$ cat src/rtl/ifu_fetch_stage.sv
// ifu_fetch_stage: PC register, instruction fetch and IF/ID pipeline register
// Ports:
//    clk, reset          clock, synchronous active-high reset
//    stall               hold pc_f and all D registers
//    redirect/_pc        take redirect_pc instead of pc_f+4 on advance
//    flush/_pc           squash D and load flush_pc (beats stall and redirect)
//    im_addr, im_rdata   instruction-memory address and combinational read data
//    pc_f, pc4_f         fetch PC and its sequential successor
//    instr_d, pc_d       decode-stage instruction and its PC
//    pc8_d               link value for jal/jalr
//    valid_d, adel_d     D holds a fetched instruction / came from an illegal address
//    fetch_cnt           instructions accepted into D since reset
module ifu_fetch_stage #(
   parameter logic [31:0] RESET_PC = 32'h0000_3000,
   parameter logic [31:0] IM_BASE  = 32'h0000_3000,
   parameter logic [31:0] IM_WORDS = 32'd4096,
   parameter logic [31:0] FLUSH_PC = 32'h0000_4180
) (
   input  logic        clk,
   input  logic        reset,
   input  logic        stall,
   input  logic        redirect,
   input  logic [31:0] redirect_pc,
   input  logic        flush,
   input  logic [31:0] flush_pc,
   output logic [31:0] im_addr,
   input  logic [31:0] im_rdata,
   output logic [31:0] pc_f,
   output logic [31:0] pc4_f,
   output logic [31:0] instr_d,
   output logic [31:0] pc_d,
   output logic [31:0] pc8_d,
   output logic        valid_d,
   output logic        adel_d,
   output logic [31:0] fetch_cnt
);
   // 33-bit end address so a memory reaching the top of the address space does not wrap
   localparam logic [32:0] IM_END = {1'b0, IM_BASE} + (33'(IM_WORDS) << 2);
   logic legal;
   assign im_addr = pc_f;
   assign pc4_f   = pc_f + 32'd4;
   assign pc8_d   = pc_d + 32'd8;
   assign legal   = (pc_f[1:0] == 2'b00) && (pc_f >= IM_BASE) && ({1'b0, pc_f} < IM_END);
   always_ff @(posedge clk) begin
      if (reset) begin
         pc_f      <= RESET_PC;
         instr_d   <= '0;
         pc_d      <= '0;
         valid_d   <= 1'b0;
         adel_d    <= 1'b0;
         fetch_cnt <= '0;
      end else if (flush) begin
         pc_f    <= flush_pc;
         instr_d <= '0;
         pc_d    <= '0;
         valid_d <= 1'b0;
         adel_d  <= 1'b0;
      end else if (!stall) begin
         // the instruction fetched alongside a redirect still enters D as the delay slot
         pc_f      <= redirect ? redirect_pc : pc4_f;
         pc_d      <= pc_f;
         valid_d   <= 1'b1;
         fetch_cnt <= fetch_cnt + 32'd1;
         instr_d   <= legal ? im_rdata : '0;
         adel_d    <= !legal;
      end
   end
endmodule

$ cat config.mk
export PLATFORM = sky130hd
export DESIGN_NAME = ifu_fetch_stage
export DESIGN_NICKNAME = d
export VERILOG_FILES = /design/src/rtl/ifu_fetch_stage.sv
export SDC_FILE = /design/constraint.sdc
export NUM_CORES = 1
export LEC_CHECK = 0
export BUFFER_PORTS_ARGS = -buffer_cell sky130_fd_sc_hd__buf_2
export CORE_AREA = 2 2 128 130
export CTS_CLUSTER_DIAMETER = 120
export DETAILED_ROUTE_END_ITERATION = 12
export DIE_AREA = 0 0 130 132
export MAX_ROUTING_LAYER = met4
export PLACE_DENSITY = 0.86
export SLEW_MARGIN = 10
export SYNTH_ARGS = -nofsm -noshare
export SYNTH_HDL_FRONTEND = slang
export SYNTH_SLANG_ARGS = --single-unit
$ cat constraint.sdc
create_clock -name clk -period 6.4 [get_ports clk]
set_input_delay 0.32 -clock clk [delete_from_list [all_inputs] [get_ports clk]]
set_output_delay 0.32 -clock clk [all_outputs]
set_load 0.005 [all_outputs]
==> impl_results.md, run 1 <==
- Status: finished clean
- Setup Viol. Count Final: 0
- Die span in y: 132 um
- Ports: 327
- Die width: 130 um
- Synth top area share: 0.380
- Power Density: 229 nW/um^2
- Setup TNS: 0 ns
- Leakage: 4.25 nW
- Mapped Nets: 928
- Post-DP HPWL: 17500 um
- Layout area overhead: 29.7%
- Hold Fails Final Rpt: 0
- First-pass GRT wire length: 35700 um
- Worst Setup SP: im_addr[2]
- Largest delay share family, worst path: simple AND/OR/NAND/NOR gates
- Clock Skew: 0.00934 ns
- Vias in the first global route: 6706
- Clock Sinks: 130
- Worst Tran Pin Value: 1.26 ns
- Rows: 46
- Largest net degree at the start of global routing: 68
- Final Power: 2.03 mW
- Die area: 17200 um^2
- Clock buffer count from CTS: 17
- Postcts setup bufs: 0
- Final Cycle Share: 0.507
- Max clock buf depth: 2
- Hold Path Origin: flush_pc[13]
- Initial Util: 0.435
- RSZ-0062 raised after global routing: no
- Placed Area: 8300 um^2
- EDFF count, synth: 0
- Min cycle time layout: 3.25 ns
- Synth async-reset ratio: 0
- Mapped cell area: 6840 um^2
- Max Clk Rate: 308 MHz
- Leading area contributor after synthesis: dfxtp_1
- Crit path arrival time: 2.93 ns
- Reg2reg start: im_addr[2]
- CP max stage cell: or4_1
- Initial DRC count: 477
- Yosys warning count: 0
- Total track usage: 0.273
- # DRC: 0
- Worst rel slew slack: 0.155
- CTS Hold Buffers Added: 0
- GP Congestion: 0.927
- Non-Filler Instances: 1311
- Initial antenna violation count: 2
- Synth top cells by count: dfxtp_1, nor2_1, nand2_1, clkbuf_1, a22oi_1
- Worst Path Required: 6.08 ns
- CTS clock-pin slew for the worst setup and hold paths: 0.06 ns
- Distinct cells, synth: 51
- Ordered list of cells on the worst path: ha_1, nand2_1, or4_1, nor4_4, xor2_1, buf_2
- Fraction of layout cells with a size suffix above 1: 0.348
- Buffers and inverters on the worst path: 1
- Fin nets: 1185
- Buffers on Ports: 326
- Worst skew pair latency: 0.42 ns
- Grt ovf: 0
- Cts repair resizes: 0
- Worst hold path class: in2reg
- Crit path max fanout: 8
- Crit path capture type: primary output
- Root buffer cell: clkbuf_16
- DR vias: 7047
- Count leader, synth: dfxtp_1
- Worst vdd ir: 0.183 mV
- Type of the worst setup path: reg2out
- Total wire length: 23600 um
- MaxCap Viol Count: 0
- Max incr delay on CP: 0.79 ns
- Cells after DPL: 1277
- First-pass iteration count of the detailed router: 5
- Wire per inst: 18.0 um
- Register bit total from synthesis: 130
- Post-synthesis sequential area ratio: 0.380
- Hold Slack: 0.121 ns
- Worst setup SP type: register
- Synth Flop Type: dfxtp_1
- ANT nets after route: 0
- CTS tree: yes
- R2R setup slack: 3.84 ns
- Avg Cell Area, Syn: 8.31 um^2
- Final instance area: 8870 um^2
- H-tree Lvls: 4
- Top post-synthesis cells by area: dfxtp_1, nor2_1, mux2i_1
- Post-DR vias/cell: 5.38
- CORE AREA: 15700 um^2
- Max-slew violations: 0
- Synthesized instance count: 823
-- logic make-up (layout without fill, tap and decap cells) --
logic type	Yosys count	count (layout)	share of synthesized area
compound gates	134	134	0.130
xor+xnor	83	83	0.107
fa+ha+maj	4	4	0.00732
buf+inv	108	378	0.0814
flops	130	130	0.380
mux	40	40	0.0585
other cells	0	2	0
simple gates	324	324	0.235
-- report_power, final --
group	internal, mW	switching [mW]	leakage, nW
combinational	0.102	0.119	2.92
sequential	0.829	0.0485	1.06
clock	0.514	0.420	0.278
-- cells in the final DEF, fill, tap and decap left out, drive strengths merged, types with 8 or more instances in the layout --
cell | netlist | layout
inv | 12 | 21
a22o | 15 | 15
nor3 | 14 | 14
nand3 | 30 | 30
xnor2 | 41 | 41
xor2 | 42 | 42
nor2 | 123 | 123
nand2 | 68 | 68
a22oi | 47 | 47
nand4 | 29 | 29
nor4 | 16 | 16
mux2i | 40 | 40
clkbuf | 49 | 17
and3 | 9 | 9
dfxtp | 130 | 130
o21ai | 30 | 30
a21oi | 26 | 26
and4 | 8 | 8
buf | 46 | 333
-- cell type report --
type	instances	area (um^2)
antenna	2	5.00
clock buffer	17	425
clock inverter	15	141
fill	1451	6840
inverter	13	48.8
multi-input combinational	585	3690
sequential	130	2600
tap	216	270
timing repair buffer	333	1690
-- metrics by stage --
| stage | setup slack, ns | util |
|---|---|---|
| floorplan | 4.07 | - |
| global placement | 3.80 | 0.528 |
| detailed placement | 3.66 | 0.528 |
| CTS | 3.20 | 0.564 |
| global route | 3.00 | 0.565 |
| finish | 3.15 | 0.565 |
-- routing by layer --
layer	wire, um	track usage
met5	0	-
met4	747	0.105
met3	1900	0.0751
met2	11500	0.449
met1	9520	0.315
-- state kept, by name, indices dropped and copies added (netlist names) --
register   cells
fetch_cnt     32
valid_d        1
instr_d       32
adel_d         1
pc_d          32
im_addr       32
-- final timing paths --
| kind | end | depth (start not counted) |
|---|---|---|
| setup / recovery | pc4_f[30] | 6 |
| hold / removal | im_addr[13] | 3 |
| setup reg to reg | im_addr[30] | 6 |
| hold reg to reg | valid_d | 2 |
-- worst reg2reg max path: cells and delay by family, from the launching register on --
family | cells | cell delay, ns
AND/OR/NAND/NOR | 3 | 1.27
flip-flops | 1 | 0.47
adder cells (fa/ha/maj) | 1 | 0.36
XOR/XNOR | 1 | 0.25
AO/OA/AOI/OAI | 1 | 0.16
(Power assumes the default switching activity.)
==> run 2, diff against run 1 <==
==> constraint.sdc (replaced) <==
create_clock -name clk -period 3.15 [get_ports clk]
set_input_delay 0.1575 -clock clk [delete_from_list [all_inputs] [get_ports clk]]
set_output_delay 0.1575 -clock clk [all_outputs]
set_load 0.005 [all_outputs]
==> run 2 against run 1 <==
Critical path depth is 1 lower. First-iteration DRC count decreased by 1.9%. Via count up 5.0%. Wire length increased by 9.3%. Sequential share of layout area down 1.5 points. Cell count increased by 3.4%. Flip-flop and latch count unchanged. Register-to-register slack got worse by 3.1 ns. Total power grew 110%. Setup slack worse by 2.9 ns. Largest cell class unchanged. Largest power group unchanged.
==> impl_results.md, run 2 (synthesis results as in run 1) <==
- CP Capture Point: pc4_f[31]
- Worst setup SP type: register
- Initial DRC count: 468
- CTS clock-pin slew for the worst setup and hold paths: 0.06 ns
- Buffers on Ports: 326
- Setup TNS: 0 ns
- Initial antenna violation count: 1
- Final Cycle Share: 0.927
- Initial Util: 0.435
- Postcts setup bufs: 0
- Worst Tran Pin Value: 0.863 ns
- Max Clk Rate: 343 MHz
- ANT nets after route: 0
- Hold depth: 3
- GP Congestion: 0.909
- First-pass GRT wire length: 39200 um
- Post-DR vias/cell: 5.46
- Worst R2R End: im_addr[24]
- Fin nets: 1230
- MaxCap Viol Count: 0
- Setup Viol. Count Final: 0
- Leakage: 4.46 nW
- Post-DP HPWL: 17900 um
- Worst vdd ir: 0.350 mV
- Worst r2r path cells: 5
- Worst Path Required: 2.99 ns
- Final Util: 0.595
- R2R setup slack: 0.70 ns
- Total wire length: 25800 um
- Clock Sinks: 130
- CTS tree: yes
- Worst hold path class: in2reg
- Layout area overhead: 36.7%
- Die width: 130 um
- Min cycle time layout: 2.92 ns
- Commonest cells after routing, fill and taps aside: buf_2, dfxtp_1, nor2_1
- Crit path capture type: primary output
- Clock Skew: 0.00866 ns
- RSZ-0062 raised after global routing: no
- # DRC: 0
- Die span in y: 132 um
- Grt ovf: 0
- CORE AREA: 15700 um^2
- Crit path max fanout: 13
- Reg2reg start: im_addr[5]
- Clock buffer count from CTS: 17
- Largest net degree at the start of global routing: 64
- Max clock buf depth: 2
- Root buffer cell: clkbuf_16
- DR vias: 7399
- Type of the worst setup path: reg2out
- Commonest non-fill, non-tap cell in the layout: buf_2
- Wire per inst: 19.1 um
- Worst rel slew slack: 0.422
- Total track usage: 0.301
- Worst Setup SP: im_addr[4]
- Max-slew violations: 0
- H-tree Lvls: 4
- Ports: 327
- Worst skew pair latency: 0.41 ns
- Fraction of layout cells with a size suffix above 1: 0.340
- Crit path arrival time: 2.76 ns
- Power Density: 457 nW/um^2
- Vias in the first global route: 7053
- Status: finished clean
- Die area: 17200 um^2
- Rows: 46
- Hold Fails Final Rpt: 0
- First-pass iteration count of the detailed router: 7
## run 2: worst min-delay path by stage
stage                                from           to  slack [ns]
final                     redirect_pc[12]  im_addr[12]        0.02
after global routing         im_rdata[23]  instr_d[23]        0.02
after CTS                    flush_pc[10]  im_addr[10]       0.002
after detailed placement     flush_pc[12]  im_addr[12]        0.39
after global placement       flush_pc[13]  im_addr[13]        0.38
after floorplan              flush_pc[13]  im_addr[13]        0.29
## run 2: repair_timing
| action | in CTS | in global routing |
|---|---|---|
| hold buffers | 39 | 0 |
| endpoints found under the hold margin | 39 | 0 |
| setup endpoints to repair | 0 | 2 |
| gates resized for setup | 0 | 1 |
## run 2: layer usage
layer	up-vias	routed length, um	global-route usage
met5	-	0	-
met4	0	1050	0.146
met3	80	2130	0.0828
met2	410	12500	0.485
met1	3467	10100	0.342
li1	3442	-	-
## run 2: worst max-delay path: stages (launching register included)
cell and delay (ns):
dfxtp_1 0.60, nand3_1 0.39, nor4_1 0.69, and4b_1 0.31
xor2_1 0.20, buf_2 0.16
## run 2: cell type report
cell class / count / area (um^2)
Sequential cell: 130 / 2600
Multi-Input combinational cell: 585 / 3700
Timing Repair Buffer: 378 / 2130
Clock inverter: 15 / 168
Clock buffer: 17 / 425
Fill cell: 1379 / 6360
Inverter: 13 / 48.8
Antenna cell: 2 / 5.00
Tap cell: 216 / 270
## run 2: through the flow
stage                     hold WS (ns)  area, um^2  cells  worst slack [ns]  power (mW)
after floorplan                  0.287        6840    823             0.886        2.06
after global placement           0.379        8360   1283             0.672        2.26
after detailed placement         0.387        8360   1283             0.585        2.27
after CTS                      0.00229        9340   1354             0.130        4.29
after global routing            0.0187        9350   1355             0.161        4.43
final                           0.0239        9350   1356             0.231        4.28
## run 2: report_power, final
group          internal [mW]  switching [mW]
clock network           1.13           0.865
logic                  0.244           0.255
registers               1.68          0.0995
==> run 3, diff against run 2 <==
--- a/config.mk
+++ b/config.mk
@@ -12,6 +12,7 @@
 export DIE_AREA = 0 0 130 132
 export MAX_ROUTING_LAYER = met4
 export PLACE_DENSITY = 0.86
+export SETUP_SLACK_MARGIN = 0.15
 export SLEW_MARGIN = 10
 export SYNTH_ARGS = -nofsm -noshare
 export SYNTH_HDL_FRONTEND = slang
==> constraint.sdc (replaced) <==
create_clock -name clk -period 3.15 [get_ports clk]
set_input_delay 0.1575 -clock clk [delete_from_list [all_inputs] [get_ports clk]]
set_output_delay 0.1575 -clock clk [all_outputs]
set_load 0.01 [all_outputs]
==> run 3 against run 2 <==
Global-route usage shrank 1.3 points. Wire length shrank 4.3%. Cell area shrank 0.33%. Hold slack lost 0.016 ns. Sequential power is essentially flat. Largest cell class unchanged.
==> impl_results.md, run 3 (synthesis results as in run 1) <==
- Status: finished clean
- Die area: 17200 um^2
- DR vias: 7443
- Crit path capture type: primary output
- Clock Skew: 0.00783 ns
- Ordered list of cells on the worst path: nand4_4, or4_1, or4_1, xnor2_2, buf_2
- Fin nets: 1227
- Worst Tran Pin Value: 0.899 ns
- Largest net degree at the start of global routing: 63
- Max incr delay on CP: 0.67 ns
- CTS tree: yes
- Initial DRC count: 440
- Fraction of layout cells with a size suffix above 1: 0.343
- Worst rel slew slack: 0.398
- GP Congestion: 0.912
- Final Util: 0.593
- Crit path max fanout: 11
- GR met1 Demand/Resource: 0.327
- Ports: 327
- MaxCap Viol Count: 0
- Commonest non-fill, non-tap cell in the layout: buf_2
- Largest delay share family, worst path: simple AND/OR/NAND/NOR gates
- Crit path arrival time: 2.68 ns
- Gr busiest metal: met2
- Reg2reg start: im_addr[2]
- Buffers on Ports: 326
- Die width: 130 um
- Clock buffer count from CTS: 17
- Hold Path Origin: flush_pc[0]
- Max clock buf depth: 2
- Total track usage: 0.288
- Total wire length: 24700 um
- Worst Hold End: im_addr[0]
- Dpl ws: 0.553 ns
- Fin worst setup slack: 0.314 ns
- Worst R2R End: im_addr[12]
- Die span in y: 132 um
- R2R setup slack: 0.54 ns
- Power Density: 460 nW/um^2
- Type of the worst setup path: reg2out
- Final Power: 4.29 mW
- Worst r2r path cells: 7
- Min cycle time layout: 2.84 ns
- Wire per inst: 18.3 um
- Post-DP HPWL: 17700 um
- Layout area overhead: 36.2%
- Commonest cells after routing, fill and taps aside: buf_2, dfxtp_1, nor2_1
- Placed Area: 8370 um^2
- Vias in the first global route: 6999
- RSZ-0062 raised after global routing: no
- M2 GR Usage: 0.460
- First-pass iteration count of the detailed router: 5
- Clock Sinks: 130
- Worst skew pair latency: 0.42 ns
- CP max stage cell: or4_1
- Root buffer cell: clkbuf_16
- H-tree Lvls: 4
- Worst vdd ir: 0.346 mV
- Setup TNS: 0 ns
- ANT nets after route: 0
- # DRC: 0
- Worst Path Required: 2.99 ns
- Post-DR vias/cell: 5.50
- Buffers and inverters on the worst path: 1
- Initial antenna violation count: 2
- Hold depth: 3
- M3 GR Usage: 0.0864
- First-pass GRT wire length: 37600 um
- Rows: 46
- Grt ovf: 0
- Max-slew violations: 0
- CTS clock-pin slew for the worst setup and hold paths: 0.06 ns
- Setup Viol. Count Final: 0
- Hold Fails Final Rpt: 0
- Max Clk Rate: 353 MHz
- Worst hold path class: in2reg
- Initial Util: 0.435
- Final instance area: 9320 um^2
- Cell mode on critical path: or4_1
- Leakage: 4.44 nW
- Worst setup SP type: register
- CORE AREA: 15700 um^2
- Final Cycle Share: 0.900
run 3: repair_timing:
action / 4_1_cts / 5_1_grt
hold buffers: 33 / 2
gates resized for setup: 1 / 1
buffers inserted: 0 / 0
endpoints found under the hold margin: 32 / 2
endpoints found under the setup margin: 3 / 5
run 3: layout make-up:
class / count / area, um^2
Antenna cell: 3 / 7.51
Clock buffer: 17 / 425
Clock inverter: 15 / 164
Fill cell: 1397 / 6390
Inverter: 13 / 48.8
Multi-Input combinational cell: 585 / 3700
Sequential cell: 130 / 2600
Tap cell: 216 / 270
Timing Repair Buffer: 375 / 2100
run 3: routing by layer:
| layer | routed length (um) | up-vias |
|---|---|---|
| li1 | - | 3444 |
| met1 | 9660 | 3481 |
| met2 | 11800 | 425 |
| met3 | 2120 | 93 |
| met4 | 1200 | 0 |
| met5 | 0 | - |
run 3: worst max path at each step:
stage / cells past startpoint / end / from / slack, ns
floorplan: 8 / im_addr[30] / im_addr[3] / 0.80
global placement: 6 / pc4_f[30] / im_addr[2] / 0.65
detailed placement: 6 / pc4_f[30] / im_addr[2] / 0.55
CTS: 6 / pc4_f[24] / im_addr[2] / 0.25
global route: 5 / pc4_f[31] / im_addr[4] / 0.15
finish: 5 / pc4_f[24] / im_addr[5] / 0.31
run 3: power by group:
group	switching [mW]	internal [mW]
clock network	0.848	1.12
registers	0.0975	1.68
logic	0.293	0.243
run 3: metrics by stage:
stage,std cells,hold WS (ns)
final,1354,0.00758
after global routing,1353,0.0179
after CTS,1349,0.00104
after detailed placement,1284,0.389
after global placement,1284,0.376
after floorplan,823,0.287
run 3: worst register-to-register path: stages (launching register included):
cell	delay, ns
dfxtp_1	0.47
ha_2	0.32
nand2_1	0.09
or4_4	0.62
xnor2_1	0.29
mux2i_1	0.11
o21ai_1	0.12
dlygate4sd3_1	0.54
